`config.mk`:
```
export PLATFORM = sky130hd
export DESIGN_NAME = pwm_capture_flat
export DESIGN_NICKNAME = d
export VERILOG_FILES = /design/src/rtl/pwm_capture_if.sv /design/src/rtl/pwm_capture.sv /design/src/flat_wrapper.sv
export SDC_FILE = /design/constraint.sdc
export NUM_CORES = 1
export LEC_CHECK = 0
export BUFFER_PORTS_ARGS = -buffer_cell sky130_fd_sc_hd__buf_2
export CAP_MARGIN = 10
export CORE_UTILIZATION = 57
export CTS_CLUSTER_DIAMETER = 80
export DETAILED_ROUTE_END_ITERATION = 7
export GPL_ROUTABILITY_DRIVEN = 1
export GPL_TIMING_DRIVEN = 1
export PLACE_DENSITY = 0.81
export SYNTH_ARGS = -nofsm -noshare
export SYNTH_HDL_FRONTEND = slang
export SYNTH_SLANG_ARGS = --single-unit
export TNS_END_PERCENT = 1
```
`constraint.sdc`:
```
create_clock -name clk_i -period 2.42 [get_ports clk_i]
set_input_delay 0.242 -clock clk_i [delete_from_list [all_inputs] [get_ports clk_i]]
set_output_delay 0.242 -clock clk_i [all_outputs]
set_load 0.01 [all_outputs]
```
`src/rtl/pwm_capture_if.sv`:
```
// PWM capture bus: measurement controls in, measurement results out.
// The capture core connects through the slave modport. Whoever drives
// enable/pwm_i and consumes the results uses the master modport.
interface pwm_capture_if #(
  parameter int BITS = 16
) ();

  logic            enable;
  logic            pwm_i;
  logic [BITS-1:0] period_o;
  logic [BITS-1:0] high_o;
  logic            valid_o;
  logic            overflow_o;

  modport master (
    output enable,
    output pwm_i,
    input  period_o,
    input  high_o,
    input  valid_o,
    input  overflow_o
  );

  modport slave (
    input  enable,
    input  pwm_i,
    output period_o,
    output high_o,
    output valid_o,
    output overflow_o
  );

endinterface

```
`src/rtl/pwm_capture.sv`:
```
// pwm_capture: measures the period and high time of a PWM waveform in clk_i
// cycles, rising edge to rising edge.
//
// Build option: define PWM_CAPTURE_SYNC_EN to put a two-flop synchronizer in
// front of the edge detector. This is needed when pwm_i is asynchronous to
// clk_i. Without the macro, the input stage is a single register. The
// measured values are the same in both builds. Only the report latency
// changes, by one cycle.
//
// A measurement is reported only after two rising edges seen while armed or
// measuring, so a partial first period never appears on period_o.
// overflow_o pulses when the counter reaches its maximum without a rising
// edge. The block then re-arms and waits for a fresh rising edge.
module pwm_capture #(
  parameter int BITS = 16
) (
  input  logic         clk_i,
  input  logic         rst_i,
  pwm_capture_if.slave bus
);

`ifdef PWM_CAPTURE_SYNC_EN
  localparam int STAGES = 2;
`else
  localparam int STAGES = 1;
`endif

  localparam logic [BITS-1:0] CNT_ONE = {{(BITS-1){1'b0}}, 1'b1};
  localparam logic [BITS-1:0] CNT_MAX = {BITS{1'b1}};

  typedef enum logic [1:0] {
    ST_IDLE = 2'd0,
    ST_ARM  = 2'd1,
    ST_MEAS = 2'd2
  } state_t;

  // ---------------------------------------------------------------------
  // Input stage and edge detection
  // ---------------------------------------------------------------------
  logic [STAGES-1:0] stage_reg;
  logic [STAGES-1:0] stage_next;
  logic              level_s;
  logic              edge_reg;
  logic              rise;
  logic              fall;

  // Stage 0 samples the raw pin. Each later stage copies the one before it.
  genvar gi;
  generate
    for (gi = 0; gi < STAGES; gi++) begin : g_stage
      if (gi == 0) begin : g_first
        assign stage_next[gi] = bus.pwm_i;
      end else begin : g_chain
        assign stage_next[gi] = stage_reg[gi-1];
      end
    end
  endgenerate

  // Register the synchronizer chain.
  always_ff @(posedge clk_i or posedge rst_i) begin
    if (rst_i) begin
      stage_reg <= '0;
    end else begin
      stage_reg <= stage_next;
    end
  end

  assign level_s = stage_reg[STAGES-1];

  // Hold the previous sampled level for edge detection.
  always_ff @(posedge clk_i or posedge rst_i) begin
    if (rst_i) begin
      edge_reg <= 1'b0;
    end else begin
      edge_reg <= level_s;
    end
  end

  assign rise = level_s & ~edge_reg;
  assign fall = ~level_s & edge_reg;

  // ---------------------------------------------------------------------
  // Control FSM and measurement datapath
  // ---------------------------------------------------------------------
  state_t          state_reg;
  state_t          state_next;
  logic [BITS-1:0] cnt_reg;
  logic [BITS-1:0] cnt_next;
  logic [BITS-1:0] hcap_reg;
  logic [BITS-1:0] hcap_next;
  logic [BITS-1:0] period_reg;
  logic [BITS-1:0] period_next;
  logic [BITS-1:0] high_reg;
  logic [BITS-1:0] high_next;
  logic            valid_reg;
  logic            valid_next;
  logic            overflow_reg;
  logic            overflow_next;
  logic            cnt_max;

  assign cnt_max = (cnt_reg == CNT_MAX);

  // State register.
  always_ff @(posedge clk_i or posedge rst_i) begin
    if (rst_i) begin
      state_reg <= ST_IDLE;
    end else begin
      state_reg <= state_next;
    end
  end

  // Next-state logic. Dropping enable always returns to IDLE. A rising edge
  // wins over saturation, so a period of exactly CNT_MAX is still reported.
  always_comb begin
    state_next = state_reg;
    if (!bus.enable) begin
      state_next = ST_IDLE;
    end else begin
      case (state_reg)
        ST_IDLE: state_next = ST_ARM;
        ST_ARM:  if (rise) state_next = ST_MEAS;
        ST_MEAS: if (!rise && cnt_max) state_next = ST_ARM;
        default: state_next = ST_IDLE;
      endcase
    end
  end

  // Datapath and output pulses for the current state. cnt is 1 in the
  // cycle after the rise is acted on, so on the next rise it equals the
  // period exactly. On the fall it equals the high time exactly.
  always_comb begin
    cnt_next      = cnt_reg;
    hcap_next     = hcap_reg;
    period_next   = period_reg;
    high_next     = high_reg;
    valid_next    = 1'b0;
    overflow_next = 1'b0;
    if (!bus.enable) begin
      cnt_next = '0;
    end else begin
      case (state_reg)
        ST_IDLE: begin
          cnt_next = '0;
        end
        ST_ARM: begin
          if (rise) begin
            cnt_next = CNT_ONE;
          end
        end
        ST_MEAS: begin
          if (rise) begin
            period_next = cnt_reg;
            high_next   = hcap_reg;
            valid_next  = 1'b1;
            cnt_next    = CNT_ONE;
          end else if (cnt_max) begin
            overflow_next = 1'b1;
            cnt_next      = '0;
          end else begin
            cnt_next = cnt_reg + CNT_ONE;
            if (fall) begin
              hcap_next = cnt_reg;
            end
          end
        end
        default: begin
          cnt_next = '0;
        end
      endcase
    end
  end

  // Datapath and output registers.
  always_ff @(posedge clk_i or posedge rst_i) begin
    if (rst_i) begin
      cnt_reg      <= '0;
      hcap_reg     <= '0;
      period_reg   <= '0;
      high_reg     <= '0;
      valid_reg    <= 1'b0;
      overflow_reg <= 1'b0;
    end else begin
      cnt_reg      <= cnt_next;
      hcap_reg     <= hcap_next;
      period_reg   <= period_next;
      high_reg     <= high_next;
      valid_reg    <= valid_next;
      overflow_reg <= overflow_next;
    end
  end

  assign bus.period_o   = period_reg;
  assign bus.high_o     = high_reg;
  assign bus.valid_o    = valid_reg;
  assign bus.overflow_o = overflow_reg;

endmodule

```
`src/flat_wrapper.sv`:
```
// flat-port wrapper written by rule: the top's interface ports become plain ports
module pwm_capture_flat 
#(
  parameter int BITS = 16
)
  (clk_i, rst_i, bus_enable, bus_pwm_i, bus_period_o, bus_high_o, bus_valid_o, bus_overflow_o);
  pwm_capture_if #(.BITS(BITS)) bus_i ();
  input  logic clk_i;
  input  logic rst_i;
  input wire logic [$bits(bus_i.enable)-1:0] bus_enable;
  input wire logic [$bits(bus_i.pwm_i)-1:0] bus_pwm_i;
  output wire logic [$bits(bus_i.period_o)-1:0] bus_period_o;
  output wire logic [$bits(bus_i.high_o)-1:0] bus_high_o;
  output wire logic [$bits(bus_i.valid_o)-1:0] bus_valid_o;
  output wire logic [$bits(bus_i.overflow_o)-1:0] bus_overflow_o;
  assign bus_i.enable = bus_enable;
  assign bus_i.pwm_i = bus_pwm_i;
  assign bus_period_o = bus_i.period_o;
  assign bus_high_o = bus_i.high_o;
  assign bus_valid_o = bus_i.valid_o;
  assign bus_overflow_o = bus_i.overflow_o;
  pwm_capture #(.BITS(BITS)) u_core (.clk_i(clk_i), .rst_i(rst_i), .bus(bus_i));
endmodule
```
* After elaboration in Yosys (flattened, before gate mapping)
Index checks and enable logic that the tools add are counted.
** Cells by class
- Add/sub/neg operators :: 1
- Multiply operators :: 0
- Div/mod/pow operators :: 0
- $lt $le $gt $ge :: 0
- Eq/ne operators :: 5
- Shift-type cells :: 0
- Multiplexer cells :: 16
- Bitwise logic cells :: 6
- Reduce and logical (&&, ||, !) cells :: 6
** Operators with widths (number)
- 16-bit 2-to-1 mux :: 4
- 16-bit one-hot mux with 2 select lines :: 1
- 16-bit by 1-bit adder with 16-bit output (second input constant) :: 1
- 16-bit equality test (second input constant) :: 1
- 1-bit 2-to-1 mux :: 7
- 2-bit 2-to-1 mux :: 3
- 3-bit by 2-bit != test with 1-bit output (second input constant) :: 2
- 2-bit one-hot mux with 3 select lines :: 1
- 5-bit AND reduction :: 1
- 1-bit inverter :: 4
- 3-bit AND reduction :: 1
- 1-bit AND :: 2
- 2-bit by 1-bit equality test with 1-bit output (second input constant) :: 1
- 2-bit equality test (second input constant) :: 1
- 2-bit logical NOT :: 1
- 2-bit AND reduction :: 1
- 1-bit logical AND :: 1
- 1-bit logical NOT :: 1
** Word-level totals
- Bits in registers :: 70
- Latch bits :: 0
- RAM bits :: 0
- ROM bits :: 0
- Input bits :: 4
- Output and inout port bits :: 34
- Logic and storage cells :: 43
- Memories kept :: 0

* Depth between registers and ports, before layout
Gate-level depths: netlist (run 1).
- Depth after elaboration :: 7
- Depth in mapped cells :: 8
- Depth with buffers taken out :: 7

* Worst setup path before layout (run 1)
No wires, ideal clock.
- Kind :: flip-flop to flip-flop
- Start :: register u_core.cnt_reg[0]
- End :: register u_core.hcap_reg[0]
- Library setup time :: 125 ps
- Data arrival time :: 1900 ps
- Data required time :: 2295 ps
- Setup slack :: 395 ps
- Stages on the path, launching flop included :: 7
- Buffers on the path :: 1
- Clock period less this slack :: 2025 ps
- Cells stage by stage :: dfrtp_1 -> ha_1 -> nand4_1 -> nor4_4 -> nor4b_4 -> buf_6 -> mux2_4
** Between the ends
- Cells in the longest elaborated chain, start to end :: 3
** RTL lines
- start: declaration :: RTL line pwm_capture.sv:87 : logic [BITS-1:0] cnt_reg;
- start signal: assignment :: RTL line pwm_capture.sv:183 : cnt_reg <= cnt_next;
- 16-bit equality test :: RTL line pwm_capture.sv:101 : assign cnt_max = (cnt_reg == CNT_MAX);
- 1-bit inverter (no source line)
- 5-bit AND reduction (no source line)
- end signal: assignment :: RTL line pwm_capture.sv:184 : hcap_reg <= hcap_next;
- end: declaration :: RTL line pwm_capture.sv:89 : logic [BITS-1:0] hcap_reg;
Parallel ways exist; a longest one is shown, timed or not.
A chain may end at the register's enable or synchronous reset.

* Final worst setup path (run 1)
- Start :: register u_core.state_reg[0]
- End :: register u_core.cnt_reg[11]
** Between the ends
- Cells in the longest elaborated chain, start to end :: 3
- Elaborated cells on any way between the ends :: 5
- Classes of those cells :: 3 x eq/ne; 2 x mux
** RTL lines
- start: declaration :: RTL line pwm_capture.sv:85 : state_t state_reg;
- start signal: assignment :: RTL line pwm_capture.sv:108 : state_reg <= state_next;
- 2-bit equality test or 2-bit by 1-bit equality test with 1-bit output (tied branches) :: RTL line pwm_capture.sv:141 : case (state_reg)
- 16-bit one-hot mux with 2 select lines :: RTL line pwm_capture.sv:141
- 16-bit 2-to-1 mux :: RTL line pwm_capture.sv:138 : if (!bus.enable) begin
Parallel ways exist; a longest one is shown, timed or not.

==> out/metrics.yaml, run 1 <==
outcome:
  status: "finished, violations left"
  violations: "DRC, hold timing"
worst_setup_path:
  cp-startpoint: "u_core.state_reg[0]"
  path_cells: "inv_1 -> ha_1 -> nand2_1 -> or4_1 -> nor2_2 -> nand4_1 -> o21ai_0"
  worst_setup_path_start_kind: "flop"
  crit_path_end_kind: "flop"
  crit_type: "flop to flop"
  r2r-start: "u_core.state_reg[0]"
  r2r-end: "u_core.cnt_reg[11]"
  worstPathRequired_ns: 2.68
  reg2regPathDepth: 7
  crit_buf_inv: 1
  max_stage_delay_ns: 0.61
  crit_family: "simple AND/OR/NAND/NOR gates"
  cp.arrival_ns: 2.48
  crit_slowest_cell: "or4_1"
  rrSetupSlack_ns: 0.19
  critPathMaxFanout: 7
synth:
  yosys_warnings: 0
  synth_top_flop_cell: "dfrtp_1"
  async_flop_share_pct: 100
  synth_area_per_cell_um2: 12.6
  syn_nets: 248
  ys_ff_latch: 70
  netlist_area_mm2: 0.00303
  synth_top_area_cell: "dfrtp_1"
  yosysSeqAreaShare_pct: 57.9
  synthCells: 240
  synth_common_cells: "dfrtp_1, mux2_2, nand2_1, o21ai_0, nand3_1"
  synthTopCellsByArea: "dfrtp_1, mux2_2, mux2_4, o21ai_0, nand2_1"
  synth_edf_count: 0
  yosysMostFrequentCell: "dfrtp_1"
  synth_top_area_share_pct: 57.9
  yosysUniqueCellTypes: 34
global_routing:
  grt_max_degree: 37
  track_usage_pct: 25.0
  antenna_found_initial: 0
  gr-total-overflow: 0
  grt_pass1_wl_um: 10000
  grt_pass1_vias: 2106
sta:
  fin_crit_sh_pct: 92.1
  hold_viol: 13
  finalMaxSlewViolations: 0
  setup_ws_ns: 0.192
  fin_crit_ns: 2.23
  whs_ns: -0.00411
  skew_ns: 0.00832
  setup_viol: 0
  max-slew-margin-rel_pct: 54.4
  worst_slew_pin_slew_ns: 0.683
  grt_setup_unrepaired: "false"
  setup-tns-final_ns: 0
  fmax_ghz: 0.449
route:
  firstDrtPassIters: 6
  drt-initial-drc-count: 139
  vias_per_cell: 5.77
  vias: 2106
  ant_nets: 0
  wirelength_um: 6100
  drc: 1
  post_drt_wl_per_cell_um: 16.7
placement:
  pre_cts_slack_ns: 0.194
  place_area_mm2: 0.00333
  post-dp-hpwl_um: 4170
  place.port_buffers: 37
  gp_congestion: 0.924
  dp.cells: 348
clocking:
  clkLatencyLatePin_ns: 0.35
  htreeDepth: 3
  cts_resized: 0
  cts_tree: "yes"
  post_cts_buffers: 0
  clk_pin_slew_worst_paths_ns: 0.08
  cts_sinks: 70
  clk_path_buf_depth: 2
  cts_hold_buf: 1
  cts_buffers: 9
  cts_root_buf: "clkbuf_8"
pwr:
  max-vdd-ir-drop_uv: 406
  p_leak_nw: 1.81
  powerDensity_mw_per_mm2: 665
finish:
  drive_gt1_share_pct: 38.0
  num_antenna_cells: 0
  fillers: 396
  stdcell_area_mm2: 0.00353
  num-nets-final: 298
  postLayoutCoreUtil_pct: 69.1
  layout.cells.non_filler: 365
  regArea_mm2: 0.00175
  multi_input_area_mm2: 0.00120
  syn2layout_area_growth_pct: 16.6
die:
  fp.dieW_um: 74.9
  num_rows: 26
  io_pins: 38
  floorplan.initialDensity_pct: 59.2
  dieArea_mm2: 0.00560
  die_h_um: 74.9
  core_mm2: 0.00511
run:
  cap_viol_max_count: 0
hold_path:
  hold_class: "primary input to async pin"
layout make-up:
class | count | share of cell area (%)
clock buffers | 13 | 4.79
clock inverters | 3 | 0.496
inverters | 8 | 0.851
multi-input cells | 153 | 34.1
flip-flops and latches | 70 | 49.6
well taps | 70 | 2.48
repair buffers | 48 | 7.66
how the worst max path moves through the flow:
stage | to | slack, ns | cells past startpoint
2_1_floorplan | u_core.hcap_reg[0] | 0.39 | 6
3_3_place_gp | u_core.cnt_reg[13] | 0.32 | 7
3_5_place_dp | u_core.cnt_reg[11] | 0.19 | 7
4_1_cts | u_core.cnt_reg[8] | 0.21 | 7
5_1_grt | u_core.cnt_reg[7] | 0.03 | 7
6_report | u_core.cnt_reg[11] | 0.19 | 7
worst register-to-register path: stages (launching register included):
cell,delay [ns]
dfrtp_1,0.42
inv_1,0.07
ha_1,0.21
nand2_1,0.18
or4_1,0.61
nor2_2,0.30
nand4_1,0.15
o21ai_0,0.20
power by group:
group,switching [W],internal [W]
clock,0.000415,0.000453
sequential,0.0000249,0.00120
combinational,0.000161,0.0000933
total,0.000602,0.00175
stage by stage:
step | power, W | hold WS, ns
after floorplan | 0.00142 | 0.273
after global placement | 0.00149 | 0.349
after detailed placement | 0.00150 | 0.352
after CTS | 0.00237 | 0.0160
after global routing | 0.00246 | 0.0559
final | 0.00235 | -0.00411
per-layer routing:
| metal | up-vias | share of wire (%) | track usage (%) |
|---|---|---|---|
| li1 | 963 | - | - |
| met1 | 1031 | 44 | 33.0 |
| met2 | 89 | 48 | 37.6 |
| met3 | 23 | 5.6 | 5.76 |
| met4 | 0 | 2.8 | 15.9 |
| met5 | - | 0 | 0 |
layout by cell type (no fill, tap or decap), types with 2 or more instances in the layout:
| master | instances |
|---|---|
| buf_4 | 10 |
| nand4_1 | 5 |
| dfrtp_1 | 70 |
| nor2b_1 | 3 |
| nand2b_1 | 2 |
| o21ai_0 | 18 |
| a31oi_1 | 5 |
| clkbuf_8 | 12 |
| buf_2 | 37 |
| o31ai_1 | 4 |
| clkinv_2 | 2 |
| nor3_1 | 6 |
| inv_1 | 7 |
| mux2_2 | 35 |
| ha_1 | 4 |
| nand2_1 | 18 |
| mux2_4 | 10 |
| a21oi_1 | 8 |
| and3_1 | 4 |
| nor2_1 | 3 |
| nand3_1 | 11 |
| or4_1 | 2 |
| or3_1 | 3 |
cells by family (layout without fill, tap and decap cells):
| family | Yosys count | after routing | synth area share (%) |
|---|---|---|---|
| compound gates | 41 | 41 | 7.94 |
| buf+inv | 17 | 72 | 2.36 |
| mux | 46 | 46 | 18.3 |
| flops | 70 | 70 | 57.9 |
| fa+ha+maj | 4 | 4 | 1.65 |
| xor+xnor | 1 | 1 | 0.290 |
| simple gates | 61 | 61 | 11.5 |
Power figures use the tool's default switching activity.
==> run 2, diff against run 1 <==
--- a/config.mk
+++ b/config.mk
@@ -7,11 +7,14 @@
 export LEC_CHECK = 0
 export BUFFER_PORTS_ARGS = -buffer_cell sky130_fd_sc_hd__buf_2
 export CAP_MARGIN = 10
+export CORE_ASPECT_RATIO = 0.7
+export CORE_MARGIN = 2
 export CORE_UTILIZATION = 57
 export CTS_CLUSTER_DIAMETER = 80
 export DETAILED_ROUTE_END_ITERATION = 7
 export GPL_ROUTABILITY_DRIVEN = 1
 export GPL_TIMING_DRIVEN = 1
+export MAX_ROUTING_LAYER = met4
 export PLACE_DENSITY = 0.81
 export SYNTH_ARGS = -nofsm -noshare
 export SYNTH_HDL_FRONTEND = slang
==> run 2 against run 1 <==
Combinational power up 5%. Clock power grew 49%. Highest routed layer unchanged. Cell area up 5.5%. Count of clock-buffer cells in the layout is 2 lower. Critical endpoint is now u_core.hcap_reg[7]. Critical path type unchanged. Critical path depth shrank 1. First-iteration DRC count up 30%. The flow now finishes without violations. Non-clock buffer count is 8 higher. Clock skew is 0.0020 ns lower.
==> out/metrics.yaml, run 2 (synthesis gave the netlist of run 1 again) <==
outcome:
  status: "complete, no violations"
pwr:
  netSwitchingPower_w: 0.000635  # +5.6%
  p_leak_nw: 1.90  # +5.0%
  pwr-share-seq_pct: 44.2  # -8.0 points
  powerDensity_mw_per_mm2: 747  # +12%
  intPower_w: 0.00215  # +23%
  power_frac_clock_pct: 46.2  # +9.2 points
  max-vdd-ir-drop_uv: 437  # +7.6%
  switching_share_pct: 22.8  # -2.8 points
  comb_power_share_pct: 9.6  # -1.2 points
sta:
  max-slew-margin-rel_pct: 40.5  # -14 points
  whs_ns: 0.254  # +0.258 ns
  worst_slew_pin_slew_ns: 0.888  # +0.205 ns
  hold_viol: 0  # -13
  setup_ws_ns: 0.0667  # -0.126 ns
  fmax_ghz: 0.425  # -5.3%
  setup-tns-final_ns: 0  # unchanged
  skew_ns: 0.00633  # -0.00199 ns
  finalMaxSlewViolations: 0  # unchanged
  setup_viol: 0  # unchanged
  grt_setup_unrepaired: "false"
  fin_crit_ns: 2.35  # +0.126 ns
  fin_crit_sh_pct: 97.2  # +5.2 points
placement:
  gp_congestion: 0.872  # -5.6%
  post-dp-hpwl_um: 4450  # +6.6%
  pre_cts_slack_ns: 0.0742  # -0.119 ns
  place.port_buffers: 37  # unchanged
finish:
  num-nets-final: 306  # +2.7%
  num_antenna_cells: 0  # unchanged
  multi_input_area_mm2: 0.00121  # +0.83%
  syn2layout_area_growth_pct: 23.0
  mostFrequentLayoutCells: "dfrtp_1, buf_2, mux2_2, o21ai_0, nand2_1"
  fillers: 379  # -4.3%
  drive_gt1_share_pct: 40.3  # +2.3 points
  regArea_mm2: 0.00175  # unchanged
  postLayoutCoreUtil_pct: 71.9  # +2.8 points
  layout_commonest_cell: "dfrtp_1"
die:
  floorplan.initialDensity_pct: 58.5  # -0.77 points
  dieArea_mm2: 0.00592  # +5.6%
  io_pins: 38  # unchanged
  die_h_um: 65.0  # -13%
  num_rows: 22  # -15%
  fp.dieW_um: 91.1  # +22%
  core_mm2: 0.00517  # +1.3%
route:
  firstDrtPassIters: 4  # -2
  wirelength_um: 6700  # +9.9%
  vias: 2183  # +3.7%
  drc: 0  # -1
  post_drt_wl_per_cell_um: 17.9  # +6.9%
  vias_per_cell: 5.82  # +0.89%
  ant_nets: 0  # unchanged
  drt-initial-drc-count: 181  # +30%
global_routing:
  grt_use_met3_pct: 7.91  # +2.2 points
  grt_pass1_wl_um: 11200  # +11%
  top_usage_layer: "met2"
  grt_max_degree: 71  # +92%
  grt.met2_usage_pct: 39.2  # +1.5 points
  antenna_found_initial: 0  # unchanged
  gr-total-overflow: 0  # unchanged
  grt_pass1_vias: 2176  # +3.3%
  track_usage_pct: 26.1  # +1.0 points
  grt_use_met1_pct: 34.0  # +1.0 points
clocking:
  cts_sinks: 70  # unchanged
  clk_pin_slew_worst_paths_ns: 0.07  # about the same
  clk_path_buf_depth: 2  # unchanged
  htreeDepth: 3  # unchanged
  cts_root_buf: "clkbuf_8"
  cts_buffers: 9  # unchanged
  post_cts_buffers: 0  # unchanged
  cts_tree: "yes"
  clkLatencyLatePin_ns: 0.35  # about the same
worst_setup_path:
  crit_buf_inv: 1  # unchanged
  crit_family: "simple AND/OR/NAND/NOR gates"
  worst_setup_path_start_kind: "flop"
  crit_slowest_cell: "nor4b_4"
  crit_path_end_kind: "flop"
  cp.arrival_ns: 2.59  # +0.11 ns
  path_cells: "ha_2 -> nand4_1 -> nor4_4 -> nor4b_4 -> buf_12 -> mux2_2"
  max_stage_delay_ns: 0.80  # +0.19 ns
  r2r-start: "u_core.cnt_reg[0]"
  cp-startpoint: "u_core.cnt_reg[0]"
  worstPathRequired_ns: 2.65  # -0.03 ns
  crit_type: "flop to flop"
  critPathMaxFanout: 9  # +2
run:
  cap_viol_max_count: 0  # unchanged
hold_path:
  hold_start: "bus_enable"
  hold_class: "primary input to flop"
==> run 2: layout make-up <==
| type | instances | share of cell area, % |
|---|---|---|
| Sequential cell | 70 | 47.1 |
| Multi-Input combinational cell | 153 | 32.6 |
| Timing Repair Buffer | 56 | 9.61 |
| Clock buffer | 11 | 4.07 |
| Clock inverter | 5 | 3.46 |
| Tap cell | 72 | 2.42 |
| Inverter | 8 | 0.807 |
==> run 2: path summary, 6_finish.rpt <==
kind | endpoint | slack (ns) | cells after the start
max | u_core.hcap_reg[7] | 0.07 | 6
min | u_core.cnt_reg[0] | 0.25 | 3
max reg2reg | u_core.hcap_reg[7] | 0.07 | 6
min reg2reg | u_core.bus.period_o[4] | 0.48 | 2
max in group asynchronous | u_core.bus.high_o[8] | 1.63 | 4
min in group asynchronous | u_core.bus.valid_o | 0.50 | 4
==> run 2: stage by stage <==
| stage | power [W] | instance area, um2 | std cells |
|---|---|---|---|
| after floorplan | 0.00142 | 3030 | 240 |
| after global placement | 0.00149 | 3410 | 357 |
| after detailed placement | 0.00151 | 3410 | 357 |
| after CTS | 0.00280 | 3710 | 375 |
| after global routing | 0.00289 | 3720 | 375 |
| final | 0.00278 | 3720 | 375 |
==> run 2: timing repair <==
item	in CTS	in global routing
gates resized for setup	0	3
hold buffers	2	0
setup endpoints to repair	0	6
hold endpoints to repair	71	0
==> run 2: tightest hold or removal path, stage by stage <==
cell and delay (ns):
buf_2 0.14, nand2_1 0.07, o31ai_1 0.10
==> run 2: routing by layer <==
layer	vias up	share of wire, %	wire length (um)
li1	988	-	-
met1	1085	46	3060
met2	99	46	3080
met3	11	7.1	479
met4	0	1.3	85
met5	-	0	0
==> run 2: power by group through the flow <==
stage | Clock [W] | Combinational [W] | Sequential [W]
after floorplan | 0 | 0.000175 | 0.00125
after global placement | 0 | 0.000249 | 0.00125
after detailed placement | 0 | 0.000259 | 0.00125
after CTS | 0.00131 | 0.000262 | 0.00123
after global routing | 0.00136 | 0.000297 | 0.00123
final | 0.00129 | 0.000267 | 0.00123
